`src/rtl/speed_selector_pkg.sv`:
```
// Shared types and default constants for the speed selector.
// The repeat FSM state, step direction and counter sizing helper live here.
package speed_selector_pkg;

  typedef enum logic [1:0] {
    ST_IDLE,
    ST_DELAY,
    ST_REPEAT
  } state_t;

  typedef enum logic {
    DIR_UP,
    DIR_DOWN
  } dir_t;

  localparam int         DEF_DEBOUNCE_CYCLES = 50000;
  localparam int         DEF_REPEAT_DELAY    = 10000000;
  localparam int         DEF_REPEAT_PERIOD   = 2000000;
  localparam logic [7:0] DEF_RESET_INDEX     = 8'd0;

  // Bits needed to count 0 .. limit-1, never narrower than one bit.
  function automatic int count_width(input int limit);
    return (limit > 2) ? $clog2(limit) : 1;
  endfunction

endpackage

```
`src/rtl/speed_selector_button.sv`:
```
// One button channel: two-flop synchronizer, debounce counter and press pulse.
// The synchronizer always runs; the debounce state only advances while enabled.
module button_debouncer
  import speed_selector_pkg::*;
#(
  parameter int DEBOUNCE_CYCLES = DEF_DEBOUNCE_CYCLES
) (
  input  logic clk,
  input  logic rst,
  input  logic ena,
  input  logic raw,
  output logic level,
  output logic press
);

  localparam int CW = count_width(DEBOUNCE_CYCLES);

  logic          sync_a;
  logic          sync_b;
  logic          level_d;
  logic [CW-1:0] count;

  always_ff @(posedge clk or posedge rst) begin
    if (rst) begin
      sync_a <= 1'b0;
      sync_b <= 1'b0;
    end else begin
      sync_a <= raw;
      sync_b <= sync_a;
    end
  end

  // Level flips only after DEBOUNCE_CYCLES back-to-back disagreeing samples.
  always_ff @(posedge clk or posedge rst) begin
    if (rst) begin
      level   <= 1'b0;
      level_d <= 1'b0;
      count   <= '0;
    end else if (ena) begin
      level_d <= level;
      if (sync_b == level) begin
        count <= '0;
      end else if (count == CW'(DEBOUNCE_CYCLES - 1)) begin
        level <= sync_b;
        count <= '0;
      end else begin
        count <= count + 1'b1;
      end
    end
  end

  assign press = level & ~level_d;

endmodule

```
`src/rtl/speed_selector.sv`:
```
// Up/down speed index selector with debounced buttons and hold-to-repeat.
// Emits a registered 8-bit index and a one-cycle pulse whenever it changes.
module speed_selector
  import speed_selector_pkg::*;
#(
  parameter int         DEBOUNCE_CYCLES = DEF_DEBOUNCE_CYCLES,
  parameter int         REPEAT_DELAY    = DEF_REPEAT_DELAY,
  parameter int         REPEAT_PERIOD   = DEF_REPEAT_PERIOD,
  parameter logic [7:0] RESET_INDEX     = DEF_RESET_INDEX
) (
  input  logic       i_clkPin,
  input  logic       i_rst,
  input  logic       i_ena,
  input  logic       i_btnUp,
  input  logic       i_btnDown,
  output logic [7:0] o_indexSelectLine,
  output logic       o_changed
);

  localparam int CW = count_width((REPEAT_DELAY > REPEAT_PERIOD) ? REPEAT_DELAY : REPEAT_PERIOD);

  logic          up_level;
  logic          up_press;
  logic          down_level;
  logic          down_press;
  state_t        state;
  state_t        state_nxt;
  dir_t          dir;
  dir_t          dir_nxt;
  logic [CW-1:0] count;
  logic [CW-1:0] count_nxt;
  logic [CW-1:0] count_limit;
  logic          held_level;
  logic          other_level;
  logic          step_up;
  logic          step_down;

  button_debouncer #(.DEBOUNCE_CYCLES(DEBOUNCE_CYCLES)) u_up (
    .clk   (i_clkPin),
    .rst   (i_rst),
    .ena   (i_ena),
    .raw   (i_btnUp),
    .level (up_level),
    .press (up_press)
  );

  button_debouncer #(.DEBOUNCE_CYCLES(DEBOUNCE_CYCLES)) u_down (
    .clk   (i_clkPin),
    .rst   (i_rst),
    .ena   (i_ena),
    .raw   (i_btnDown),
    .level (down_level),
    .press (down_press)
  );

  assign held_level  = (dir == DIR_UP) ? up_level : down_level;
  assign other_level = (dir == DIR_UP) ? down_level : up_level;
  assign count_limit = (state == ST_DELAY) ? CW'(REPEAT_DELAY - 1) : CW'(REPEAT_PERIOD - 1);

  always_ff @(posedge i_clkPin or posedge i_rst) begin
    if (i_rst) begin
      state <= ST_IDLE;
      dir   <= DIR_UP;
      count <= '0;
    end else if (i_ena) begin
      state <= state_nxt;
      dir   <= dir_nxt;
      count <= count_nxt;
    end
  end

  always_comb begin
    state_nxt = state;
    dir_nxt   = dir;
    count_nxt = count;
    step_up   = 1'b0;
    step_down = 1'b0;
    case (state)
      ST_IDLE: begin
        if (up_press && !down_level) begin
          step_up   = 1'b1;
          dir_nxt   = DIR_UP;
          count_nxt = '0;
          state_nxt = ST_DELAY;
        end else if (down_press && !up_level) begin
          step_down = 1'b1;
          dir_nxt   = DIR_DOWN;
          count_nxt = '0;
          state_nxt = ST_DELAY;
        end
      end
      ST_DELAY, ST_REPEAT: begin
        // Release or a conflicting button wins over a due repeat step.
        if (!held_level || other_level) begin
          state_nxt = ST_IDLE;
          count_nxt = '0;
        end else if (count == count_limit) begin
          step_up   = (dir == DIR_UP);
          step_down = (dir == DIR_DOWN);
          count_nxt = '0;
          state_nxt = ST_REPEAT;
        end else begin
          count_nxt = count + 1'b1;
        end
      end
      default: begin
        state_nxt = ST_IDLE;
        count_nxt = '0;
      end
    endcase
  end

  always_ff @(posedge i_clkPin or posedge i_rst) begin
    if (i_rst) begin
      o_indexSelectLine <= RESET_INDEX;
      o_changed         <= 1'b0;
    end else if (!i_ena) begin
      o_changed <= 1'b0;
    end else if (step_up && !step_down && (o_indexSelectLine != 8'hFF)) begin
      o_indexSelectLine <= o_indexSelectLine + 8'd1;
      o_changed         <= 1'b1;
    end else if (step_down && !step_up && (o_indexSelectLine != 8'h00)) begin
      o_indexSelectLine <= o_indexSelectLine - 8'd1;
      o_changed         <= 1'b1;
    end else begin
      o_changed <= 1'b0;
    end
  end

endmodule

```
`config.mk`:
```
export PLATFORM = sky130hd
export DESIGN_NAME = speed_selector
export DESIGN_NICKNAME = d
export VERILOG_FILES = /design/src/rtl/speed_selector_pkg.sv /design/src/rtl/speed_selector_button.sv /design/src/rtl/speed_selector.sv
export SDC_FILE = /design/constraint.sdc
export NUM_CORES = 1
export LEC_CHECK = 0
export ABC_CLOCK_PERIOD_IN_PS = 3300
export CORE_ASPECT_RATIO = 1.75
export CORE_MARGIN = 4
export CORE_UTILIZATION = 34
export CTS_CLUSTER_DIAMETER = 40
export DETAILED_ROUTE_END_ITERATION = 7
export SLEW_MARGIN = 25
export SYNTH_ARGS = -nofsm -noshare
export SYNTH_HDL_FRONTEND = slang
export SYNTH_SLANG_ARGS = --single-unit
```
`constraint.sdc`:
```
create_clock -name i_clkPin -period 3.3 [get_ports i_clkPin]
set_input_delay 0.66 -clock i_clkPin [delete_from_list [all_inputs] [get_ports i_clkPin]]
set_output_delay 0.66 -clock i_clkPin [all_outputs]
set_load 0.01 [all_outputs]
```
==> results of run 1 <==
worst min-delay path by stage:
stage                          endpoint  depth (start not counted)  slack (ns)     startpoint
final                     u_down.sync_b                          0        0.35  u_down.sync_a
after global routing        u_up.sync_b                          0        0.37    u_up.sync_a
after CTS                 u_down.sync_b                          0        0.36  u_down.sync_a
after detailed placement  u_down.sync_b                          0        0.35  u_down.sync_a
after global placement      u_up.sync_b                          0        0.34    u_up.sync_a
after floorplan           u_down.sync_b                          0        0.33  u_down.sync_a
cells in the final DEF (no fill, tap or decap), drive strengths merged, types with 4 or more instances in the layout:
cell type and instances:
dfrtp 76, nor2 41, o21ai 39, nand2 38, nand3 21, xor2 17, nand4 17, xnor2 17
and3 16, buf 14, clkdlybuf4s50 13, ha 12, inv 12, nand2b 11, o2bb2ai 11, clkbuf 11
mux2 11, nor4 10, nor3 7, o31ai 6, a31oi 6, a21o 5, a21oi 5, nor3b 4
and4 4, o41ai 4
cell usage after synthesis (all sizes together) (2+ instances only):
library cell	instances	share of area, %
nor3b	4	0.71
inv	12	1.1
dfrtp	76	45
xnor2	17	3.5
nor2b	3	0.44
nand2	38	3.4
nor2	41	3.8
or2	2	0.29
o2bb2ai	11	2.3
nor4b	2	0.77
ha	12	3.5
o31ai	6	1.1
a21o	5	0.88
xor2	17	3.5
nand4	17	2.5
o211ai	2	0.35
nand2b	11	1.6
o2111ai	2	0.56
mux2	11	3.4
clkbuf	10	1.1
and3	16	2.4
nor4	10	1.8
nor3	7	0.82
and4	4	0.85
a31oi	6	0.88
o21ai	39	4.9
o21bai	2	0.35
nand3	21	2.5
mux2i	3	0.71
a21oi	5	0.59
o41ai	4	0.82
cells by family (layout without fill, tap and decap cells):
family	Yosys count	in the layout	share of synthesized area, %
buffers and inverters	23	53	2.30
adder cells (fa/ha/maj)	13	13	4.01
AO/OA/AOI/OAI	92	92	14.7
multiplexers	14	14	4.15
XOR/XNOR	34	34	7.01
flip-flops	76	76	44.8
AND/OR/NAND/NOR	181	181	23.0
registers in the layout, summed over array words and instances (netlist names), 2 cells and up:
signal             count
u_up.count            16
u_down.count          16
count                 24
o_indexSelectLine      8
state                  2
per-stage QoR:
step | setup TNS (ns) | util, % | area [um^2] | instances | worst slack, ns
6_report | 0 | 40.6 | 4920 | 628 | 0.103
5_1_grt | -0.0670 | 40.6 | 4920 | 628 | -0.0628
4_1_cts | 0 | 40.3 | 4890 | 626 | 0.0473
3_5_place_dp | -0.0602 | 38.1 | 4620 | 612 | -0.0602
3_3_place_gp | 0 | 38.1 | 4620 | 612 | 0.0420
2_1_floorplan | 0 | - | 4250 | 433 | 0.225
layer usage:
layer / GRT usage (%) / vias to the layer above / wire [um]
li1: - / 1637 / -
met1: 14.8 / 1677 / 3700
met2: 24.3 / 44 / 4910
met3: 3.38 / 15 / 262
met4: 6.24 / 0 / 210
met5: 0 / - / 0
report_power, final:
group	total [uW]	internal [uW]	leakage, uW	switching (uW)
sequential	952	943	0.00104	9.01
combinational	68.8	21.6	0.000950	47.2
clock	872	517	0.000131	355
cell type report:
| type | count | area, um^2 |
|---|---|---|
| clock buffer | 11 | 243 |
| clock inverter | 3 | 15.0 |
| fill | 1174 | 7210 |
| inverter | 12 | 45.0 |
| multi-input combinational | 334 | 2280 |
| sequential | 76 | 1900 |
| tap | 165 | 206 |
| timing repair buffer | 27 | 235 |
repair_timing:
action,in CTS,in global routing
hold buffers,0,0
buffers inserted,0,2
endpoints found under the setup margin,1,2
cloned,0,0
gates resized for setup,1,5
pin swaps,0,4
==> results.cfg, run 1 <==
[yosys]
synth.ff_latch_count = 76
synthCells = 433
synth.distinct_cells = 60
share_of_flip_flops_with_an_asynchronous_set_or_reset_after_synthesis_pct = 100
postSynth.topFlopCell = sky130_fd_sc_hd__dfrtp_1
syn_avg_cell_area_um2 = 9.81
synthesis.yosys.warnings = 0
netlist_area_um2 = 4250
number_of_synthesized_flops_with_an_enable_pin = 0
synth_nets = 451
synth_seq_area_share_pct = 44.8

[global_route]
number_of_global_route_vias_before_repair = 3377
antenna_violations_before_repair = 0
grt_max_degree = 42
grt_first_pass_wirelength_mm = 15.7
grt_use_total_pct = 13.5
grt.overflow.total = 0

[routing]
avgRoutedWirePerCell_um = 14.5
firstDrtPassIters = 4
postRouteAntennaNets = 0
drc = 0
drt-total-wl_mm = 9.08
avgViaCountPerCell = 5.37
num_vias = 3373
detailed_route_iter0_violations = 100

[pwr]
finalPower_uw = 1890
power.ir.vdd_worst_v = 0.000196
pwr_density_cell_nw_per_um2 = 384
power.static_leakage_uw = 0.00212

[timing]
final.period_utilization_pct = 96.9
timing.fmax_ghz = 0.313
layout_min_cycle_time_ns = 3.20
setup_viol = 0
final_number_of_max_transition_violations = 0
worstMarginPinSlew_ns = 0.592
grt_setup_unrepaired = true
maxSlewHeadroom_pct = 59.5
final.setup_skew_ns = 0.00676
timing.final.hold_violations = 0
holdWs_ns = 0.351

[placed_design]
finalWeightedCongestion = 0.799
buffer_ports.inserted = 13
hpwl_mm = 6.42

[worst_setup_path]
critical_path_cell_by_cell = or4bb_1 > nor4_4 > o2111ai_2 > a21o_4 > ha_1 > nand3_1 > o211ai_1 > o41ai_2 > a211oi_1 > o21ai_2 > xnor2_1
timing.reg2reg.setup_slack_ns = 0.10
endpoint_kind = flip-flop
worst-path-max-fanout = 6
longest_individual_stage_delay_on_the_worst_path_ns = 0.54
reg2reg_depth = 11
worstSetupPathDepth = 11
critPathRequiredTime_ns = 3.51
cp_top_family = compound AO/OA/AOI/OAI gates
rr_endpoint = o_indexSelectLine[7]
crit_path_kind = reg -> reg
cp-start-kind = flip-flop
timing.critical_path.from = count[10]
crit_slowest_cell = sky130_fd_sc_hd__or4bb_1
timing.rr.start = count[10]
timing.critical_path.buf_inv = 0
timing.critical_path.arrival_ns = 3.41
endpoint = o_indexSelectLine[7]

[clock_network]
tritoncts = yes
numClockSinks = 76
clock_tree.root_cell = sky130_fd_sc_hd__clkbuf_16
clockBufferDepth = 2
clock_insertion_delay_worst_skew_ns = 0.33
h_tree_levels = 3
cts.reportedPaths.clkPinSlew_ns = 0.06
cts_made_buffers = 9

[hold_path]
min-delay-path-class = reg -> reg

[cells_and_area]
post_route_cells_drive_above_1_share_pct = 12.1
layout.nets = 478
antenna_cells = 0
layout-area-overhead-vs-synth_pct = 15.9

[floorplanning]
fp.dieArea_um2 = 14400
chipHeight_um = 156
top_level_port_count = 14
fp-row-count = 53
initial_core_util_pct = 35.0
core-area_um2 = 12100
chipWidth_um = 92.5

[run]
drv.max_cap_violation_count = 0

[outcome]
outcome = finished, final reports clean
(Power assumes the default switching activity.)
==> run 2, diff against run 1 <==
- MAX_ROUTING_LAYER: unset -> met4
==> run 2 against run 1 <==
Power about the same. Setup slack got worse by 0.0074 ns. Utilization unchanged. Register-to-register slack about the same. First-iteration DRC count increased by 2.0%. Sequential power about the same. Critical path depth unchanged. Via count increased by 0.12%. Clock skew about the same. Largest power group unchanged. Highest routed layer unchanged.
==> results.cfg, run 2 (synthesized netlist as in run 1, its figures left out) <==
[outcome]
outcome = finished, final reports clean

[routing]
postRouteAntennaNets = 0
detailed_route_iter0_violations = 102
avgViaCountPerCell = 5.38
drc = 0
drt-total-wl_mm = 9.09
avgRoutedWirePerCell_um = 14.5
num_vias = 3377
firstDrtPassIters = 4

[timing]
worstMarginPinSlew_ns = 0.592
final.setup_skew_ns = 0.00690
grt_setup_unrepaired = true
fin_ws_ns = 0.0958
final_sum_of_negative_setup_slack_ns = 0
holdWs_ns = 0.352
final_number_of_max_transition_violations = 0
maxSlewHeadroom_pct = 59.5
timing.fmax_ghz = 0.312
layout_min_cycle_time_ns = 3.20
timing.final.hold_violations = 0
setup_viol = 0
final.period_utilization_pct = 97.1

[worst_setup_path]
endpoint_kind = flip-flop
timing.critical_path.arrival_ns = 3.42
cp_top_family = compound AO/OA/AOI/OAI gates
timing.critical_path.from = count[10]
critical_path_cell_by_cell = or4bb_1 > nor4_4 > o2111ai_2 > a21o_4 > ha_1 > nand3_1 > o211ai_1 > o41ai_2 > a211oi_1 > o21ai_2 > xnor2_1
reg2reg_depth = 11
crit_path_kind = reg -> reg
longest_individual_stage_delay_on_the_worst_path_ns = 0.54
worst-path-max-fanout = 6
cp-start-kind = flip-flop
timing.rr.start = count[10]
rr_endpoint = o_indexSelectLine[7]
timing.reg2reg.setup_slack_ns = 0.1
crit_slowest_cell = sky130_fd_sc_hd__or4bb_1
timing.critical_path.buf_inv = 0
critPathRequiredTime_ns = 3.52

[global_route]
globalRoute.busiestLayer = met2
grt_first_pass_wirelength_mm = 15.7
number_of_global_route_vias_before_repair = 3373
grt_use_total_pct = 14.0
grtUsageMet2_pct = 24.2
antenna_violations_before_repair = 0
grt_max_degree = 42
global_route_met3_utilization_pct = 3.33
grt.overflow.total = 0
grt.met1_usage_pct = 14.9

[clock_network]
clock_insertion_delay_worst_skew_ns = 0.34
clockBufferDepth = 2
cts_made_buffers = 9
tritoncts = yes
h_tree_levels = 3
clock_tree.root_cell = sky130_fd_sc_hd__clkbuf_16
numClockSinks = 76
cts.reportedPaths.clkPinSlew_ns = 0.06
holdBufCountCts = 0

[pwr]
p_int_uw = 1480
power.ir.vdd_worst_v = 0.000197
power.net_switching_uw = 412
power.static_leakage_uw = 0.00212
pwr-share-comb_pct = 3.6
swShare_pct = 21.8
clkPwrFrac_pct = 46.1
power_frac_seq_pct = 50.3
pwr_density_cell_nw_per_um2 = 384

[floorplanning]
chipHeight_um = 156
chipWidth_um = 92.5
top_level_port_count = 14
fp-row-count = 53
initial_core_util_pct = 35.0
fp.dieArea_um2 = 14400
core-area_um2 = 12100

[placed_design]
buffer_ports.inserted = 13
dpl_worst_slack_ns = -0.0602
dpl-instance-area_um2 = 4620
hpwl_mm = 6.42
finalWeightedCongestion = 0.810
place_inst = 612

[cells_and_area]
finish.cell_count_without_fillers = 628
fin_area_um2 = 4920
post_route_cells_drive_above_1_share_pct = 12.1
layout-area-overhead-vs-synth_pct = 15.9
mostFrequentLayoutCells = sky130_fd_sc_hd__dfrtp_1, sky130_fd_sc_hd__nor2_1, sky130_fd_sc_hd__nand2_1
mostFrequentLayoutCell = sky130_fd_sc_hd__dfrtp_1
antenna_cells = 0
layout.nets = 478
largest_register_ff_count = 24
biggestRegsByFlops = count: 24 flops, u_down.count: 16 flops, u_up.count: 16 flops
max_flop_register = count

[hold_path]
hold_depth = 0
min-delay-path-class = reg -> reg
min-delay-start = u_down.sync_a
hold_path_end = u_down.sync_b

[run]
drv.max_cap_violation_count = 0
-- run 2: cell counts in the layout (fill, tap and decap cells not counted) --
No cell type changed its count.
-- run 2: stage by stage --
stage                     power, uW  utilization [%]
after global placement         1040             38.1
after global routing           1970             40.6
after detailed placement       1040             38.1
after floorplan                1010                -
final                          1890             40.6
after CTS                      1920             40.3
-- run 2: power by group through the flow --
stage                     Combinational [uW]  Sequential (uW)  Clock (uW)
final                                   68.7              952         872
after global routing                    80.1              953         940
after CTS                               71.5              951         901
after detailed placement                71.7              968           0
after global placement                  69.6              967           0
after floorplan                         49.0              966           0
-- run 2: per-layer routing --
layer / share of wire (%) / up-vias / routed length (um)
li1: - / 1639 / -
met1: 41 / 1678 / 3720
met2: 54 / 43 / 4910
met3: 2.7 / 17 / 246
met4: 2.3 / 0 / 213
met5: 0 / - / 0
-- run 2: how the worst max path moves through the flow --
stage                           endpoint  slack (ns)  cells past startpoint
CTS                 o_indexSelectLine[7]        0.05                     11
floorplan           o_indexSelectLine[6]        0.23                     11
detailed placement  o_indexSelectLine[7]       -0.06                     11
global route        o_indexSelectLine[7]       -0.06                     11
finish              o_indexSelectLine[7]         0.1                     11
global placement    o_indexSelectLine[7]        0.04                     11
-- run 2: worst reg2reg max path, cell delays in order (launching register included) --
cell,delay (ns)
sky130_fd_sc_hd__dfrtp_1,0.38
sky130_fd_sc_hd__or4bb_1,0.55
sky130_fd_sc_hd__nor4_4,0.33
sky130_fd_sc_hd__o2111ai_2,0.19
sky130_fd_sc_hd__a21o_4,0.27
sky130_fd_sc_hd__ha_1,0.37
sky130_fd_sc_hd__nand3_1,0.12
sky130_fd_sc_hd__o211ai_1,0.24
sky130_fd_sc_hd__o41ai_2,0.11
sky130_fd_sc_hd__a211oi_1,0.28
sky130_fd_sc_hd__o21ai_2,0.10
sky130_fd_sc_hd__xnor2_1,0.13
-- run 2: layout make-up --
cell class | instances | area [um^2]
sequential | 76 | 1900
inverter | 12 | 45.0
timing repair buffer | 27 | 235
clock buffer | 11 | 243
fill | 1174 | 7210
clock inverter | 3 | 15.0
tap | 165 | 206
multi-input combinational | 334 | 2280
-- run 2: what timing repair did --
| action | 4_1_cts | 5_1_grt |
|---|---|---|
| setup endpoints to repair | 1 | 2 |
| pin swaps | 0 | 4 |
| cloned | 0 | 0 |
| resized for setup | 1 | 5 |
| setup buffers | 0 | 2 |
==> run 3, diff against run 2 <==
- ABC_CLOCK_PERIOD_IN_PS: 3300 -> unset
- CORE_MARGIN: 4 -> unset
==> run 3 against run 2 <==
Via count up 1.3%. Cell area up 3.6%. First-iteration DRC count up 85%. Die area down 10%. Utilization up 1.7 points. Global-route usage up 2.0 points. Flip-flop and latch count unchanged.
==> results.cfg, run 3 (synthesized netlist as in run 1, its figures left out) <==
[timing]
final.period_utilization_pct = 99.3
final_sum_of_negative_setup_slack_ns = 0
timing.fmax_ghz = 0.305
final.setup_skew_ns = 0.00680
setup_viol = 0
maxSlewHeadroom_pct = 46.3
timing.final.hold_violations = 0
layout_min_cycle_time_ns = 3.28
grt_setup_unrepaired = true
final_number_of_max_transition_violations = 0
worstMarginPinSlew_ns = 0.804

[pwr]
swShare_pct = 20.3
power.net_switching_uw = 437
power_frac_seq_pct = 44.2
p_int_uw = 1720
pwr_density_cell_nw_per_um2 = 422
power.static_leakage_uw = 0.00219
pwr-share-comb_pct = 3.2
power.ir.vdd_worst_v = 0.000236
clkPwrFrac_pct = 52.6

[placed_design]
hpwl_mm = 6.33
finalWeightedCongestion = 0.830
dpl-instance-area_um2 = 4630
buffer_ports.inserted = 13

[floorplanning]
core-area_um2 = 12100
initial_core_util_pct = 35.2
chipHeight_um = 150
fp-row-count = 53
top_level_port_count = 14
chipWidth_um = 86.5
fp.dieArea_um2 = 13000

[cells_and_area]
fill_cells = 1209
area.sequential_um2 = 1900
layout.nets = 481
biggestRegsByFlops = count: 24 flops, u_down.count: 16 flops, u_up.count: 16 flops
antenna_cells = 0
largest_register_ff_count = 24
fin_area_um2 = 5100
max_flop_register = count
layout-area-overhead-vs-synth_pct = 20.1
mostFrequentLayoutCells = sky130_fd_sc_hd__dfrtp_1, sky130_fd_sc_hd__nor2_1, sky130_fd_sc_hd__nand2_1
post_route_cells_drive_above_1_share_pct = 14.6
mostFrequentLayoutCell = sky130_fd_sc_hd__dfrtp_1
combined_area_of_the_multi_input_logic_cells_um2 = 2340

[clock_network]
cts_made_buffers = 9
holdBufCountCts = 0
h_tree_levels = 3
tritoncts = yes
clock_insertion_delay_worst_skew_ns = 0.34
numClockSinks = 76
clockBufferDepth = 2
clock_tree.root_cell = sky130_fd_sc_hd__clkbuf_16
cts.reportedPaths.clkPinSlew_ns = 0.06

[worst_setup_path]
timing.critical_path.arrival_ns = 3.50
critPathRequiredTime_ns = 3.52
endpoint_kind = flip-flop
crit_slowest_cell = sky130_fd_sc_hd__or4bb_4
crit_path_kind = reg -> reg
critical_path_cell_by_cell = or4bb_4 > nor4_4 > o2111ai_2 > a21o_4 > ha_4 > a21oi_2 > o211ai_1 > o41ai_2 > o311a_1 > o21ai_2 > xnor2_1
worst-path-max-fanout = 7
longest_individual_stage_delay_on_the_worst_path_ns = 0.56
cp-start-kind = flip-flop

[routing]
avgViaCountPerCell = 5.41
drt-total-wl_mm = 9.33
drc = 0
num_vias = 3420
detailed_route_iter0_violations = 189
postRouteAntennaNets = 0
firstDrtPassIters = 4
avgRoutedWirePerCell_um = 14.8

[global_route]
grt_first_pass_wirelength_mm = 15.9
grt_max_degree = 46
grt.overflow.total = 0
number_of_global_route_vias_before_repair = 3442
antenna_violations_before_repair = 0
grt_use_total_pct = 16.0

[run]
drv.max_cap_violation_count = 0

[outcome]
outcome = finished, final reports clean

[hold_path]
min-delay-path-class = reg -> reg
run 3: cell count changes in the layout (fill, tap and decap cells not counted):
cell                        delta
sky130_fd_sc_hd__buf_4         +2
sky130_fd_sc_hd__a211oi_2      +1
sky130_fd_sc_hd__inv_2         -1
sky130_fd_sc_hd__clkbuf_1      -1
sky130_fd_sc_hd__ha_4          +4
sky130_fd_sc_hd__ha_1          -4
sky130_fd_sc_hd__bufinv_16     +3
sky130_fd_sc_hd__or4bb_1       -1
sky130_fd_sc_hd__buf_12        +1
sky130_fd_sc_hd__a211oi_1      -1
sky130_fd_sc_hd__fa_1          -1
sky130_fd_sc_hd__or4bb_4       +1
sky130_fd_sc_hd__fa_2          +1
run 3: metrics by stage:
stage	util, %	instances	hold slack (ns)	worst slack (ns)	total power, uW
finish	42.3	632	0.347	0.0215	2150
global route	42.3	632	0.367	-0.144	2220
CTS	41.3	627	0.347	0.0691	2180
detailed placement	38.4	612	0.335	-0.0436	1040
global placement	38.4	612	0.333	0.0636	1040
floorplan	-	433	0.331	0.225	1010
run 3: power by group through the flow:
stage	Sequential, uW	Combinational (uW)	Clock, uW
3_5_place_dp	968	72.0	0
6_report	951	69.9	1130
3_3_place_gp	967	70.6	0
4_1_cts	951	72.0	1150
5_1_grt	952	80.5	1190
2_1_floorplan	966	49.0	0
run 3: area by class of cell:
type / count / share of cell area (%)
Clock buffer: 10 / 4.68
Timing Repair Buffer: 30 / 5.30
Multi-Input combinational cell: 334 / 45.8
Sequential cell: 76 / 37.3
Inverter: 12 / 0.908
Tap cell: 165 / 4.05
Clock inverter: 5 / 1.96
run 3: worst max-delay path, delay by kind of cell (launching register included):
kind            cells  cell delay (ns)
fa+ha+maj           1             0.23
simple gates        2             0.94
xor+xnor            1             0.13
flops               1             0.38
compound gates      7             1.48
run 3: what timing repair did:
item,in CTS,in global routing
setup buffers,0,5
pin swaps,0,8
resized for setup,1,13
endpoints found under the setup margin,1,3
endpoints found under the hold margin,0,0
run 3: worst paths after layout:
path                                from                    to  slack, ns  cells past startpoint
max                            count[11]  o_indexSelectLine[7]       0.02                     11
min                        u_down.sync_a         u_down.sync_b       0.35                      0
max reg2reg                    count[11]  o_indexSelectLine[7]       0.02                     11
min reg2reg                u_down.sync_a         u_down.sync_b       0.35                      0
max in group asynchronous          i_rst        u_up.count[10]       1.92                      3
min in group asynchronous          i_rst       u_down.count[8]       0.78                      2
run 3: per-layer routing:
metal	wire [um]	vias to the layer above	GRT usage, %
li1	-	1647	-
met2	5060	55	27.8
met5	0	-	-
met3	205	15	2.54
met4	199	0	7.83
met1	3870	1703	17.5
